--- config.mk ---
export PLATFORM = sky130hd
export DESIGN_NAME = mac_array_drain
export DESIGN_NICKNAME = d
export VERILOG_FILES = /design/src/rtl/mac_pkg.sv /design/src/rtl/mac_lane_pick.sv /design/src/rtl/mac_array_drain.sv
export SDC_FILE = /design/constraint.sdc
export NUM_CORES = 1
export LEC_CHECK = 0
export BUFFER_PORTS_ARGS = -buffer_cell sky130_fd_sc_hd__buf_2
export CAP_MARGIN = 20
export CORE_UTILIZATION = 35
export DETAILED_ROUTE_END_ITERATION = 7
export SYNTH_ARGS = -nofsm -noshare
export SYNTH_HDL_FRONTEND = slang
export SYNTH_SLANG_ARGS = --single-unit
--- constraint.sdc ---
create_clock -name clk -period 4.2 [get_ports clk]
set_input_delay 0.84 -clock clk [delete_from_list [all_inputs] [get_ports clk]]
set_output_delay 0.84 -clock clk [all_outputs]
set_load 0.02 [all_outputs]
--- src/rtl/mac_pkg.sv ---
// ============================================================================
// Module      : mac_pkg
// Description : Shared defaults, drain FSM state type and index-width helper
//               for the MAC array result path.
// Revision    : 1.0 - initial release
// ============================================================================
`default_nettype none

package mac_pkg;

    localparam int C_ACC_W  = 16;
    localparam int C_N_MACS = 4;

    // Never returns 0 so single-lane builds still get a legal index port.
    function automatic int idx_width(input int n);
        return (n > 1) ? $clog2(n) : 1;
    endfunction

    localparam int C_IDX_W = idx_width(C_N_MACS);

    typedef enum logic [0:0] {
        COLLECT = 1'b0,
        SEND    = 1'b1
    } drain_state_t;

endpackage

`default_nettype wire

--- src/rtl/mac_lane_pick.sv ---
// ============================================================================
// Module      : mac_lane_pick
// Description : Combinational set-bit finder. With i_first high it returns the
//               lowest set bit of i_mask; otherwise the lowest set bit above
//               i_ptr. o_is_last flags that no set bit lies above i_ptr.
// Revision    : 1.0 - initial release
// ============================================================================
`default_nettype none

module mac_lane_pick
    import mac_pkg::*;
#(
    parameter int N_MACS = C_N_MACS,
    parameter int IDX_W  = idx_width(N_MACS)
) (
    input  logic [N_MACS-1:0] i_mask,
    input  logic [IDX_W-1:0]  i_ptr,
    input  logic              i_first,
    output logic [IDX_W-1:0]  o_next_ptr,
    output logic              o_is_last,
    output logic              o_none
);

    always_comb begin
        o_next_ptr = '0;
        o_is_last  = 1'b1;
        o_none     = 1'b1;
        // Descending scan: the last hit written is the lowest qualifying lane.
        for (int i = N_MACS - 1; i >= 0; i--) begin
            if (i_mask[i] && (i_first || (IDX_W'(i) > i_ptr))) begin
                o_next_ptr = IDX_W'(i);
                o_none     = 1'b0;
            end
            if (i_mask[i] && (IDX_W'(i) > i_ptr)) begin
                o_is_last = 1'b0;
            end
        end
    end

endmodule

`default_nettype wire

--- src/rtl/mac_array_drain.sv ---
// ============================================================================
// Module      : mac_array_drain
// Description : Captures per-lane MAC results, then streams a full frame out
//               lane-by-lane over valid/ready, pulsing a per-lane clear as
//               each result is consumed. Optional macro DRAIN_RELU_EN clamps
//               negative results to zero at the output mux.
// Revision    : 1.0 - initial release
// ============================================================================
`default_nettype none

module mac_array_drain
    import mac_pkg::*;
#(
    parameter int ACC_W  = C_ACC_W,
    parameter int N_MACS = C_N_MACS,
    parameter int IDX_W  = idx_width(N_MACS)
) (
    input  logic                    clk,
    input  logic                    rst,
    input  logic [N_MACS*ACC_W-1:0] acc_in,
    input  logic [N_MACS-1:0]       acc_valid,
    input  logic [N_MACS-1:0]       lane_mask,
    output logic [ACC_W-1:0]        out_data,
    output logic [IDX_W-1:0]        out_idx,
    output logic                    out_valid,
    input  logic                    out_ready,
    output logic                    out_last,
    output logic [N_MACS-1:0]       clear_out,
    output logic                    overflow,
    input  logic                    overflow_clr,
    output logic                    busy
);

    drain_state_t        r_state;
    drain_state_t        w_state_nxt;
    logic [ACC_W-1:0]    r_hold [N_MACS];
    logic [N_MACS-1:0]   r_full;
    logic [N_MACS-1:0]   r_frame_mask;
    logic [N_MACS-1:0]   w_frame_mask_nxt;
    logic [IDX_W-1:0]    r_ptr;
    logic [IDX_W-1:0]    w_ptr_nxt;
    logic [N_MACS-1:0]   r_clear;
    logic                r_overflow;

    logic                w_send;
    logic                w_hs;
    logic [ACC_W-1:0]    w_slice [N_MACS];
    logic [N_MACS-1:0]   w_hs_lane;
    logic [N_MACS-1:0]   w_take;
    logic [N_MACS-1:0]   w_collide;
    logic [ACC_W-1:0]    w_sel;
    logic [ACC_W-1:0]    w_sel_out;

    logic [IDX_W-1:0]    w_next_ptr;
    logic                w_is_last;
    logic [IDX_W-1:0]    w_first_ptr;
    logic                w_first_none;
    logic                w_unused_pick;
    logic                w_next_none;
    logic                w_first_last;

    mac_lane_pick #(
        .N_MACS (N_MACS),
        .IDX_W  (IDX_W)
    ) u_pick_next (
        .i_mask     (r_frame_mask),
        .i_ptr      (r_ptr),
        .i_first    (1'b0),
        .o_next_ptr (w_next_ptr),
        .o_is_last  (w_is_last),
        .o_none     (w_next_none)
    );

    mac_lane_pick #(
        .N_MACS (N_MACS),
        .IDX_W  (IDX_W)
    ) u_pick_first (
        .i_mask     (lane_mask),
        .i_ptr      ('0),
        .i_first    (1'b1),
        .o_next_ptr (w_first_ptr),
        .o_is_last  (w_first_last),
        .o_none     (w_first_none)
    );

    assign w_unused_pick = w_next_none ^ w_first_last;

    assign w_hs = w_send && out_ready;

    // A lane being consumed this cycle may accept a fresh result without it
    // counting as a collision: the old value leaves as the new one lands.
    for (genvar i = 0; i < N_MACS; i++) begin : g_lane
        assign w_slice[i]   = acc_in[i*ACC_W +: ACC_W];
        assign w_hs_lane[i] = w_hs && (r_ptr == IDX_W'(i));
        assign w_take[i]    = acc_valid[i] && lane_mask[i] && (!r_full[i] || w_hs_lane[i]);
        assign w_collide[i] = acc_valid[i] && lane_mask[i] && r_full[i] && !w_hs_lane[i];
    end

    always_ff @(posedge clk or negedge rst) begin
        if (!rst) begin
            for (int i = 0; i < N_MACS; i++) begin
                r_hold[i] <= '0;
            end
            r_full     <= '0;
            r_overflow <= 1'b0;
            r_clear    <= '0;
        end else begin
            for (int i = 0; i < N_MACS; i++) begin
                if (w_take[i]) begin
                    r_hold[i] <= w_slice[i];
                end
            end
            r_full  <= w_take | (r_full & ~w_hs_lane);
            r_clear <= w_hs ? (N_MACS'(1) << r_ptr) : '0;
            if (|w_collide) begin
                r_overflow <= 1'b1;
            end else if (overflow_clr) begin
                r_overflow <= 1'b0;
            end
        end
    end

    always_ff @(posedge clk or negedge rst) begin
        if (!rst) begin
            r_state      <= COLLECT;
            r_frame_mask <= '0;
            r_ptr        <= '0;
        end else begin
            r_state      <= w_state_nxt;
            r_frame_mask <= w_frame_mask_nxt;
            r_ptr        <= w_ptr_nxt;
        end
    end

    always_comb begin
        w_state_nxt      = r_state;
        w_frame_mask_nxt = r_frame_mask;
        w_ptr_nxt        = r_ptr;
        w_send           = 1'b0;
        case (r_state)
            COLLECT: begin
                if (!w_first_none && ((r_full & lane_mask) == lane_mask)) begin
                    w_state_nxt      = SEND;
                    w_frame_mask_nxt = lane_mask;
                    w_ptr_nxt        = w_first_ptr;
                end
            end
            SEND: begin
                w_send = 1'b1;
                if (out_ready) begin
                    w_ptr_nxt = w_next_ptr;
                    if (w_is_last) begin
                        w_state_nxt = COLLECT;
                    end
                end
            end
        endcase
    end

    assign w_sel = r_hold[r_ptr];

`ifdef DRAIN_RELU_EN
    assign w_sel_out = w_sel[ACC_W-1] ? '0 : w_sel;
`else
    assign w_sel_out = w_sel;
`endif

    // Outputs depend only on registered state, never on out_ready.
    assign out_valid = w_send;
    assign busy      = w_send;
    assign out_data  = w_send ? w_sel_out : '0;
    assign out_idx   = w_send ? r_ptr : '0;
    assign out_last  = w_send && w_is_last;
    assign clear_out = r_clear;
    assign overflow  = r_overflow;

endmodule

`default_nettype wire

==> flow_metrics.tcl <==
set metrics [dict create \
    pwr-share-clk 0.190 \
    core-area_um2 10400 \
    reg2reg_slack_ns 1.47 \
    dieArea_um2 11300 \
    drc 0 \
    timing.rr.start "r_ptr[1]" \
    final_cells 495 \
    hold_viol_final 0 \
    setup.worst_path.start_class "flip-flop" \
    p_switching_uw 1230 \
    fin_hold_ws_ns 0.434 \
    crit_slowest_cell "dfrtp_2" \
    hpwlAfterDp_um 5790 \
    clk_latency_ns 0.34 \
    reg2regPathDepth 5 \
    finalMaxSlewViolations 0 \
    setup-violations-final 0 \
    powerDensity_nw_per_um2 787 \
    initial_core_util 0.364 \
    area_growth_pct 21.1 \
    grt_max_degree 80 \
    critical_path.top_delay_family "flip-flops" \
    synth_area_per_cell_um2 14.8 \
    fin_crit_ns 3.06 \
    place_area_um2 4320 \
    yosys.area.top_type "dfrtp_1" \
    fmax_mhz 326 \
    final_nets 430 \
    clk_path_buf_depth 2 \
    placed_cells 478 \
    clkSinkCount 79 \
    worst_pin_slew_ns 0.884 \
    drt-total-wl_um 8420 \
    path_clk_slew_ns 0.08 \
    vias_per_cell 4.91 \
    design_area_um2 4600 \
    dieWidth_um 106 \
    p_leak_uw 0.00214 \
    drtIter0Drc 49 \
    io_pins 102 \
    status "finished clean" \
    seqPwrFrac 0.397 \
    cpPeakStageDelay_ns 0.93 \
    grt_pass1_wl_um 13600 \
    syn_nets 332 \
    grt.total_usage 0.160 \
    cts_buffers 9 \
    via_count 2431 \
    intPower_uw 2390 \
    yosysWarnings 0 \
    seq_area_frac_synth 0.521 \
    synth_edf_count 0 \
    netlist_top_cells_count "dfrtp_1 (79), mux2_2 (42), mux2_4 (20)" \
    ys_seq_elements 79 \
    critical_path_buf_inv_count 1 \
    rsz0062_at_grt "no" \
    ir_drop_mv 0.301 \
    drt_first_pass_iters 4 \
    antenna_cells 0 \
    wl_per_cell_um 17.0 \
    netlist_instances 256 \
    finalPower_uw 3620 \
    portBuffers 101 \
    crit_fanout 30 \
    die_y_um 106 \
    rows 37 \
    combPwrFrac 0.413 \
    crit_type "reg -> out" \
    finClkSkew_ns 0.00559 \
    synth_top_area_share 0.521 \
    gp_congestion 0.806 \
    overflow 0 \
    syn_area_um2 3790 \
    critical_path_required_ns 3.36 \
    ant_nets 0 \
    synth.most_common_cell "dfrtp_1" \
    path_cells "mux4_2 > and2_1 > buf_2" \
    post_cts_resized 0 \
    r2r_end "r_hold[29]" \
    tns_ns 0 \
    cts_setup_buffers 0 \
    grt_pass1_vias 2665 \
    p_sw_frac 0.340 \
    min_path_type "in -> async" \
    synth_area_leaders "dfrtp_1 (52%), mux2_2 (12%), mux4_2 (9.5%), mux2_4 (7.9%), buf_6 (3.0%)" \
    min_period_over_period 0.729 \
    drive_above_1_share 0.571 \
    cts_tree "done" \
    async_flop_share 1.00 \
    htreeDepth 3 \
    slew_headroom 0.411 \
    drv_cap 0 \
    fill_cells 980 \
    synth_cell_type_count 39 \
    antenna_found_initial 0 \
    crit_path_end_kind "output port" \
    synthFlopType "dfrtp_1" \
    cts-root-buf "clkbuf_8" \
    arrival_ns 2.22 \
    hold_buffers 0 \
]
## power by group through the flow
stage               registers (µW)  clock network (µW)  logic [µW]
finish                        1440                 686        1490
global route                  1500                 733        1610
CTS                           1440                 711        1510
detailed placement            1460                   0        1500
global placement              1430                   0        1480
floorplan                     1290                   0        1300
## kinds of logic (layout without fill, tap and decap cells)
group / after synthesis / in the layout / share of synthesized area
buf+inv: 24 / 127 / 0.0508
simple gates: 47 / 47 / 0.0693
flops: 79 / 79 / 0.521
compound gates: 22 / 22 / 0.0425
mux: 84 / 84 / 0.316
## metal layers
metal	vias up	share of wire	GRT usage
li1	1119	-	-
met1	1219	0.42	0.194
met2	81	0.51	0.274
met3	12	0.055	0.0478
met4	0	0.016	0.0476
met5	-	0	0
## through the flow
step	setup slack, ns	utilization
4_1_cts	1.09	0.439
2_1_floorplan	1.94	-
3_3_place_gp	1.52	0.415
6_report	1.14	0.441
3_5_place_dp	1.41	0.415
5_1_grt	0.992	0.441
## how the worst max path moves through the flow
stage	start	endpoint	slack, ns	depth (start not counted)
global placement	r_ptr[0]	out_data[5]	1.52	3
global route	r_ptr[0]	out_data[5]	0.99	3
detailed placement	r_ptr[1]	r_hold[29]	1.41	5
floorplan	r_ptr[0]	out_data[11]	1.94	4
CTS	r_ptr[0]	out_data[5]	1.09	3
finish	r_ptr[0]	out_data[5]	1.14	3
## cell usage in the layout (no fill, tap or decap), types with 2 or more instances in the layout
cell type / count
buf_2: 100
buf_4: 3
a21oi_1: 5
nor3b_1: 2
o21ai_0: 2
and2_1: 17
nor2_1: 7
clkbuf_8: 9
mux2_2: 42
dfrtp_1: 78
o22ai_1: 3
nand2_1: 10
and2b_1: 3
mux2_4: 20
mux2_1: 5
mux4_2: 16
bufinv_16: 3
nand2b_1: 2
inv_1: 6
nor4_1: 2
## cell type report
type                       instances  area [µm²]  area share
clock buffer                       9         124      0.0270
clock inverter                     7         120      0.0261
inverter                           7        28.8     0.00626
multi-input combinational        153        1620       0.353
sequential                        79        1980       0.430
tap                              136         170      0.0370
timing repair buffer             104         551       0.120
## sequential cells by signal, summed over array words and instances, names as in the netlist
name	cells
clear_out	4
overflow	1
r_frame_mask	3
r_full	4
r_hold	64
r_ptr	2
r_state	1
Power figures use the tool's default switching activity.
